--- src/rtl/snake_step_ctrl_if.sv ---
`default_nettype none
// =====================================================================
// snake_step_ctrl_if : step-strobe / body-stack bus of snake_step_ctrl
// Revision 1.0
// =====================================================================
interface snake_step_ctrl_if #(
    parameter int POS_W = 3,
    parameter int DEPTH = 8
);
    localparam int LEN_W = $clog2(DEPTH + 1);

    logic             tick;
    logic             dir;
    logic             grow;
    logic [POS_W-1:0] posEnt;
    logic             push;
    logic             pop;
    logic [LEN_W-1:0] length;
    logic             full;
    logic             busy;
    logic             tick_miss;

    modport master (
        output tick, dir, grow,
        input  posEnt, push, pop, length, full, busy, tick_miss
    );

    modport slave (
        input  tick, dir, grow,
        output posEnt, push, pop, length, full, busy, tick_miss
    );
endinterface
`default_nettype wire

--- src/rtl/snake_step_ctrl.sv ---
`default_nettype none
// =====================================================================
// snake_step_ctrl : sequences one game step into push / pop strobes
// for the snake body stack. Revision 1.0
// =====================================================================
module snake_step_ctrl #(
    parameter int POS_W     = 3,
    parameter int DEPTH     = 8,
    parameter int HEAD_INIT = 0
) (
    input  wire logic         clk,
    input  wire logic         reset,
    snake_step_ctrl_if.slave  bus
);
    localparam int LEN_W = $clog2(DEPTH + 1);

    typedef enum logic [2:0] {
        IDLE = 3'd0,
        PUSH = 3'd1,
        GAP1 = 3'd2,
        POP  = 3'd3,
        GAP2 = 3'd4
    } state_t;

    state_t           state_q;
    logic [POS_W-1:0] head_q;
    logic [POS_W-1:0] head_d;
    logic [LEN_W-1:0] length_q;
    logic             do_pop_q;
    logic             hold_len_q;
    logic             tick_miss_q;
    logic             at_full;

    assign at_full = (length_q == LEN_W'(DEPTH));
    assign head_d  = bus.dir ? head_q + POS_W'(1) : head_q - POS_W'(1);

    always_ff @(posedge clk or negedge reset) begin
        if (!reset) begin
            state_q     <= IDLE;
            head_q      <= POS_W'(HEAD_INIT);
            length_q    <= '0;
            do_pop_q    <= 1'b0;
            hold_len_q  <= 1'b0;
            tick_miss_q <= 1'b0;
        end else begin
            if (bus.tick && state_q != IDLE)
                tick_miss_q <= 1'b1;
            case (state_q)
                IDLE: begin
                    if (bus.tick) begin
                        head_q     <= head_d;
                        do_pop_q   <= (!bus.grow && length_q != '0) || at_full;
                        // A step taken at full pushes and pops with no net length change.
                        hold_len_q <= at_full;
                        state_q    <= PUSH;
                    end
                end
                PUSH: begin
                    if (!hold_len_q)
                        length_q <= length_q + LEN_W'(1);
                    state_q <= GAP1;
                end
                GAP1:    state_q <= do_pop_q ? POP : IDLE;
                POP: begin
                    if (!hold_len_q)
                        length_q <= length_q - LEN_W'(1);
                    state_q <= GAP2;
                end
                GAP2:    state_q <= IDLE;
                default: state_q <= IDLE;
            endcase
        end
    end

    assign bus.posEnt    = head_q;
    assign bus.push      = (state_q == PUSH);
    assign bus.pop       = (state_q == POP);
    assign bus.busy      = (state_q != IDLE);
    assign bus.length    = length_q;
    assign bus.full      = at_full;
    assign bus.tick_miss = tick_miss_q;
endmodule
`default_nettype wire

--- src/flat_wrapper.sv ---
// flat-port wrapper written by rule: the top's interface ports become plain ports
module snake_step_ctrl_flat 
#(
    parameter int POS_W     = 3,
    parameter int DEPTH     = 8,
    parameter int HEAD_INIT = 0
)
  (clk, reset, bus_tick, bus_dir, bus_grow, bus_posEnt, bus_push, bus_pop, bus_length, bus_full, bus_busy, bus_tick_miss);
  snake_step_ctrl_if #(.POS_W(POS_W), .DEPTH(DEPTH)) bus_i ();
  input  wire logic clk;
  input  wire logic reset;
  input wire logic [$bits(bus_i.tick)-1:0] bus_tick;
  input wire logic [$bits(bus_i.dir)-1:0] bus_dir;
  input wire logic [$bits(bus_i.grow)-1:0] bus_grow;
  output wire logic [$bits(bus_i.posEnt)-1:0] bus_posEnt;
  output wire logic [$bits(bus_i.push)-1:0] bus_push;
  output wire logic [$bits(bus_i.pop)-1:0] bus_pop;
  output wire logic [$bits(bus_i.length)-1:0] bus_length;
  output wire logic [$bits(bus_i.full)-1:0] bus_full;
  output wire logic [$bits(bus_i.busy)-1:0] bus_busy;
  output wire logic [$bits(bus_i.tick_miss)-1:0] bus_tick_miss;
  assign bus_i.tick = bus_tick;
  assign bus_i.dir = bus_dir;
  assign bus_i.grow = bus_grow;
  assign bus_posEnt = bus_i.posEnt;
  assign bus_push = bus_i.push;
  assign bus_pop = bus_i.pop;
  assign bus_length = bus_i.length;
  assign bus_full = bus_i.full;
  assign bus_busy = bus_i.busy;
  assign bus_tick_miss = bus_i.tick_miss;
  snake_step_ctrl #(.POS_W(POS_W), .DEPTH(DEPTH), .HEAD_INIT(HEAD_INIT)) u_core (.clk(clk), .reset(reset), .bus(bus_i));
endmodule
--- config.mk ---
export PLATFORM = sky130hd
export DESIGN_NAME = snake_step_ctrl_flat
export DESIGN_NICKNAME = d
export VERILOG_FILES = /design/src/rtl/snake_step_ctrl_if.sv /design/src/rtl/snake_step_ctrl.sv /design/src/flat_wrapper.sv
export SDC_FILE = /design/constraint.sdc
export NUM_CORES = 1
export LEC_CHECK = 0
export ABC_AREA = 1
export CORE_UTILIZATION = 30
export CTS_CLUSTER_DIAMETER = 30
export DETAILED_ROUTE_END_ITERATION = 12
export HOLD_SLACK_MARGIN = 0.02
export SLEW_MARGIN = 5
export SYNTH_ARGS = -nofsm -noshare
export SYNTH_HDL_FRONTEND = slang
export SYNTH_SLANG_ARGS = --single-unit
--- constraint.sdc ---
create_clock -name clk -period 1.9 [get_ports clk]
set_input_delay 0.285 -clock clk [delete_from_list [all_inputs] [get_ports clk]]
set_output_delay 0.285 -clock clk [all_outputs]
set_load 0.05 [all_outputs]
Word level (Yosys, flattened, before mapping)

Index checks and enable logic that the tools add are counted.
Widths: inputs -> output; s select.

Add/sub/neg operators: 4
Equal/unequal tests: 7
Reductions and logical operators: 10
Mux-type cells: 7

Operator list:

| operator            | number |
|---|---|
| $pmux 3 s4          | 1 |
| $mux 4              | 2 |
| $pmux 4 s2          | 1 |
| $eq 3x2->1 const B  | 2 |
| $mux 3              | 2 |
| $ne 2x2->1 const B  | 3 |
| $add 4x1->4 const B | 1 |
| $eq 4x4->1 const B  | 1 |
| $reduce_bool 4->1   | 1 |
| $sub 4x1->4 const B | 1 |
| $add 3x1->3 const B | 1 |
| $eq 3x1->1 const B  | 1 |
| $logic_not 3->1     | 1 |
| $reduce_and 3->1    | 1 |
| $reduce_bool 3->1   | 1 |
| $sub 3x1->3 const B | 1 |
| $logic_and 1x1->1   | 2 |
| $mux 2              | 1 |
| $reduce_and 2->1    | 1 |
| $reduce_bool 2->1   | 1 |
| $logic_not 1->1     | 1 |
| $logic_or 1x1->1    | 1 |

Register bits: 13
Output and inout port bits: 12
Word-level logic and storage cells: 34

Logic depth before layout (Yosys ltp)

Gate-level depths: netlist of the first run.

Word-level depth: 3
Gate-level depth with buffers: 11
Depth with buffers taken out: 11

Worst setup path before layout of the first run

No wires, ideal clock.

Path kind: register -> register
Start: register u_core.state_q[1]
End: register u_core.length_q[2] (netlist: u_core.bus.length[2])
Buffers on the path: 0
Stages on the path, launching flop included: 11
Library setup time: 0.120 ns
Data arrival time: 1.541 ns
Path slack: 0.239 ns
Period minus slack after synthesis: 1.661 ns
Path through: dfrtp_1 nand2_2 nor2_2 nand2_2 nand2_1 ha_1 nand2_1 inv_1 nor2_1 nand3_1 nand2_1

Cells in the longest elaborated chain, start to end: 3

RTL lines:

| element                                                   | line                  | RTL |
|---|---|---|
| from (decl)                                               | snake_step_ctrl.sv:25 | `state_t state_q;` |
| from (signal assigned)                                    | snake_step_ctrl.sv:63 | `GAP1: state_q <= do_pop_q ? POP : IDLE;` |
| $eq 3x2->1 (*)                                            | n/a                   |  |
| named net bus_pop                                         | flat_wrapper.sv:17    | `output wire logic [$bits(bus_i.pop)-1:0] bus_pop;` |
| $ne 2x2->1 (no line) or $reduce_bool 2->1 (tied branches) | n/a                   |  |
| $reduce_and 3->1 (no line)                                | n/a                   |  |
| to (signal assigned)                                      | snake_step_ctrl.sv:60 | `length_q <= length_q + LEN_W'(1);` |
| to (signal assigned)                                      | snake_step_ctrl.sv:66 | `length_q <= length_q - LEN_W'(1);` |
| to (decl)                                                 | snake_step_ctrl.sv:28 | `logic [LEN_W-1:0] length_q;` |

The timed path passes the listed nets; every way through them passes the cells marked *.
A chain may end at the register's enable or synchronous reset.

Worst setup path after layout of the first run

Start: register u_core.length_q[1] (netlist: u_core.bus.length[1])
End: output bus_length[1]

RTL lines:

| element   | line               | RTL |
|---|---|---|
| to (decl) | flat_wrapper.sv:18 | `output wire logic [$bits(bus_i.length)-1:0] bus_length;` |

No word-level cell between the ends.

==> results of run 1 <==
## kinds of logic after synthesis
kind of cell / count (synthesis) / share of synthesized area
xor gates and xnor gates: 3 / 0.0384
buffers and inverters: 12 / 0.0658
AOI/OAI and AO/OA: 6 / 0.0530
and+or+nand+nor: 47 / 0.320
DFF: 13 / 0.475
adders and majority gates: 2 / 0.0475
## synthesized netlist by cell type, drive strengths merged
cell and count:
dfrtp 13, fa 1, a21o 1, inv 12, nand3 7, ha 1
a31o 1, o21ai 4, nand2 28, nand3b 1, nand4 1, xor2 1
nor2 10, xnor2 2
## stage by stage
| step | util | area, µm² |
|---|---|---|
| finish | 0.446 | 920 |
| global route | 0.446 | 920 |
| CTS | 0.446 | 920 |
| detailed placement | 0.433 | 893 |
| global placement | 0.433 | 893 |
| floorplan | - | 684 |
## state kept, by name, summed over array words and instances, names as in the netlist
name / cells
u_core.bus.posEnt: 3
u_core.bus.length: 4
u_core.bus.tick_miss: 1
u_core.do_pop_q: 1
u_core.state_q: 3
u_core.hold_len_q: 1
## layer usage
layer,share of wire,track usage,vias to the layer above
met1,0.46,0.151,267
met2,0.48,0.187,15
met5,0,0,-
met3,0.056,0.0556,2
met4,0.0065,0.0286,0
li1,-,-,299
## area by class of cell
class                           count  area [µm²]  area share
Clock buffer                        4        26.3      0.0286
Multi-Input combinational cell     58         314       0.341
Sequential cell                    13         325       0.354
Inverter                           12        45.0      0.0490
Tap cell                           27        33.8      0.0367
Timing Repair Buffer               16         175       0.190
## worst paths after layout
path / start / to
setup / recovery: u_core.bus.length[1] / bus_length[1]
hold / removal: reset / u_core.bus.length[1]
setup reg to reg: u_core.state_q[1] / u_core.bus.length[2]
hold reg to reg: u_core.bus.tick_miss / u_core.bus.tick_miss
max in group asynchronous: reset / u_core.bus.posEnt[0]
min in group clk: u_core.bus.tick_miss / u_core.bus.tick_miss
==> run metrics, run 1 <==
register area share after synthesis 0.475; CTS Hold Buffers Added 0; CTS resizes 0; Largest delay share family, worst path buffers and inverters; syn_nets 90; Setup-failing EPs final 0; initial antenna violation count 0; Synth top area share 0.475; Post-DP HPWL 958 µm; die width approximately 50 µm; CP peak stage delay 0.83 ns; Antenna Nets Post-Route 0; mean area per synthesized cell a little over 8 µm²; Clock Skew 0.00379 ns; io pins 17; DR vias/cell 4.48; area leader, netlist dfrtp_1; grt total ovfl 0; Sink Count 13; Worst Tran Pin Value 0.591 ns; P&R area growth vs syn 34.4%; post-DR wirelength/cell 9.53 µm; first-pass GRT wire length ~2200 µm; Critical Path AT 1.53 ns; number of port buffers 16; crit path cell chain clkdlybuf4s50_1; critical path data required time 1.62 ns; WP buf/inv 1; synthesized area about 680 µm²; core area 0.00206 mm²; worst hold slack 0.376 ns; final std cells w/o fill 130; status finished, final reports clean; commonest non-fill, non-tap cells in the layout nand2_1 (25), dfrtp_1 (13), clkdlybuf4s50_1 (12), inv_1 (11), nor2_1 (7); Setup WS pre-CTS 0.216 ns; die area between 0.002 and 0.0025 mm²; Syn Inst Count 83; final wirelength 1240 µm; fin nets 111; share of layout cells above drive strength 1 0.155; vias in the first global route 527; WS Path Type register to output pin; RSZ-0062 raised after global routing no; Synth area leaders dfrtp_1 (48%), nand2_1 (14%), inv_1 (6.0%); Chip Height between 40 and 50 µm; Max clock buf depth 2; synth warn 0; Crit Path Max Fanout 5; worst reg-to-reg path cell count 10; period utilization 0.956; Worst path depth 1; Overall Global Routing Usage 0.120; via count 583; number of synthesized register bits 13; Antenna diodes 0; DRT Pass-1 Iters 4; leading cell type in the layout, fill and taps excluded nand2_1; gpl congestion 0.758; max-cap violations 0; Rows 16; Inserted Clock Buffers 3; slowest CP cell clkdlybuf4s50_1; largest net degree at the start of global routing 14; Slew Limit Fails 0; Fmax achieved 550 MHz; # DRC 0; initial core utilization 0.332; final hold vios 0; Initial DRC Count 8; fillers 214; Placed Cells ~130; postcts setup bufs 0; Tmin final 1.82 ns; Fin Setup TNS 0 ns; CP Capture Type output pin; slew margin rel. 0.605; root buffer cell clkbuf_4; Clock Latency Late Sink 0.27 ns; R2R Setup Slk 0.50 ns; post-route setup slack 0.0827 ns; Distinct cells, synth 19; # H-tree levels 1; clock slew at reported path FFs 0.08 ns; CTS tree built; Min-Delay Path Class input pin to asynchronous set/reset pin; Worst setup SP type register
Power of run 1 is left out: the tool's default activity adds up to more than one toggle a clock period on the data nets, which glitch-free logic cannot reach.
==> inputs of run 2 (changes only) <==
--- a/config.mk
+++ b/config.mk
@@ -9,6 +9,7 @@
 export CORE_UTILIZATION = 30
 export CTS_CLUSTER_DIAMETER = 30
 export DETAILED_ROUTE_END_ITERATION = 12
+export GPL_ROUTABILITY_DRIVEN = 0
 export HOLD_SLACK_MARGIN = 0.02
 export SLEW_MARGIN = 5
 export SYNTH_ARGS = -nofsm -noshare
==> results of run 2 <==
No change in the layout: final DEF, timing and power equal those of run 1.
Power of run 2 is left out for the same reason.
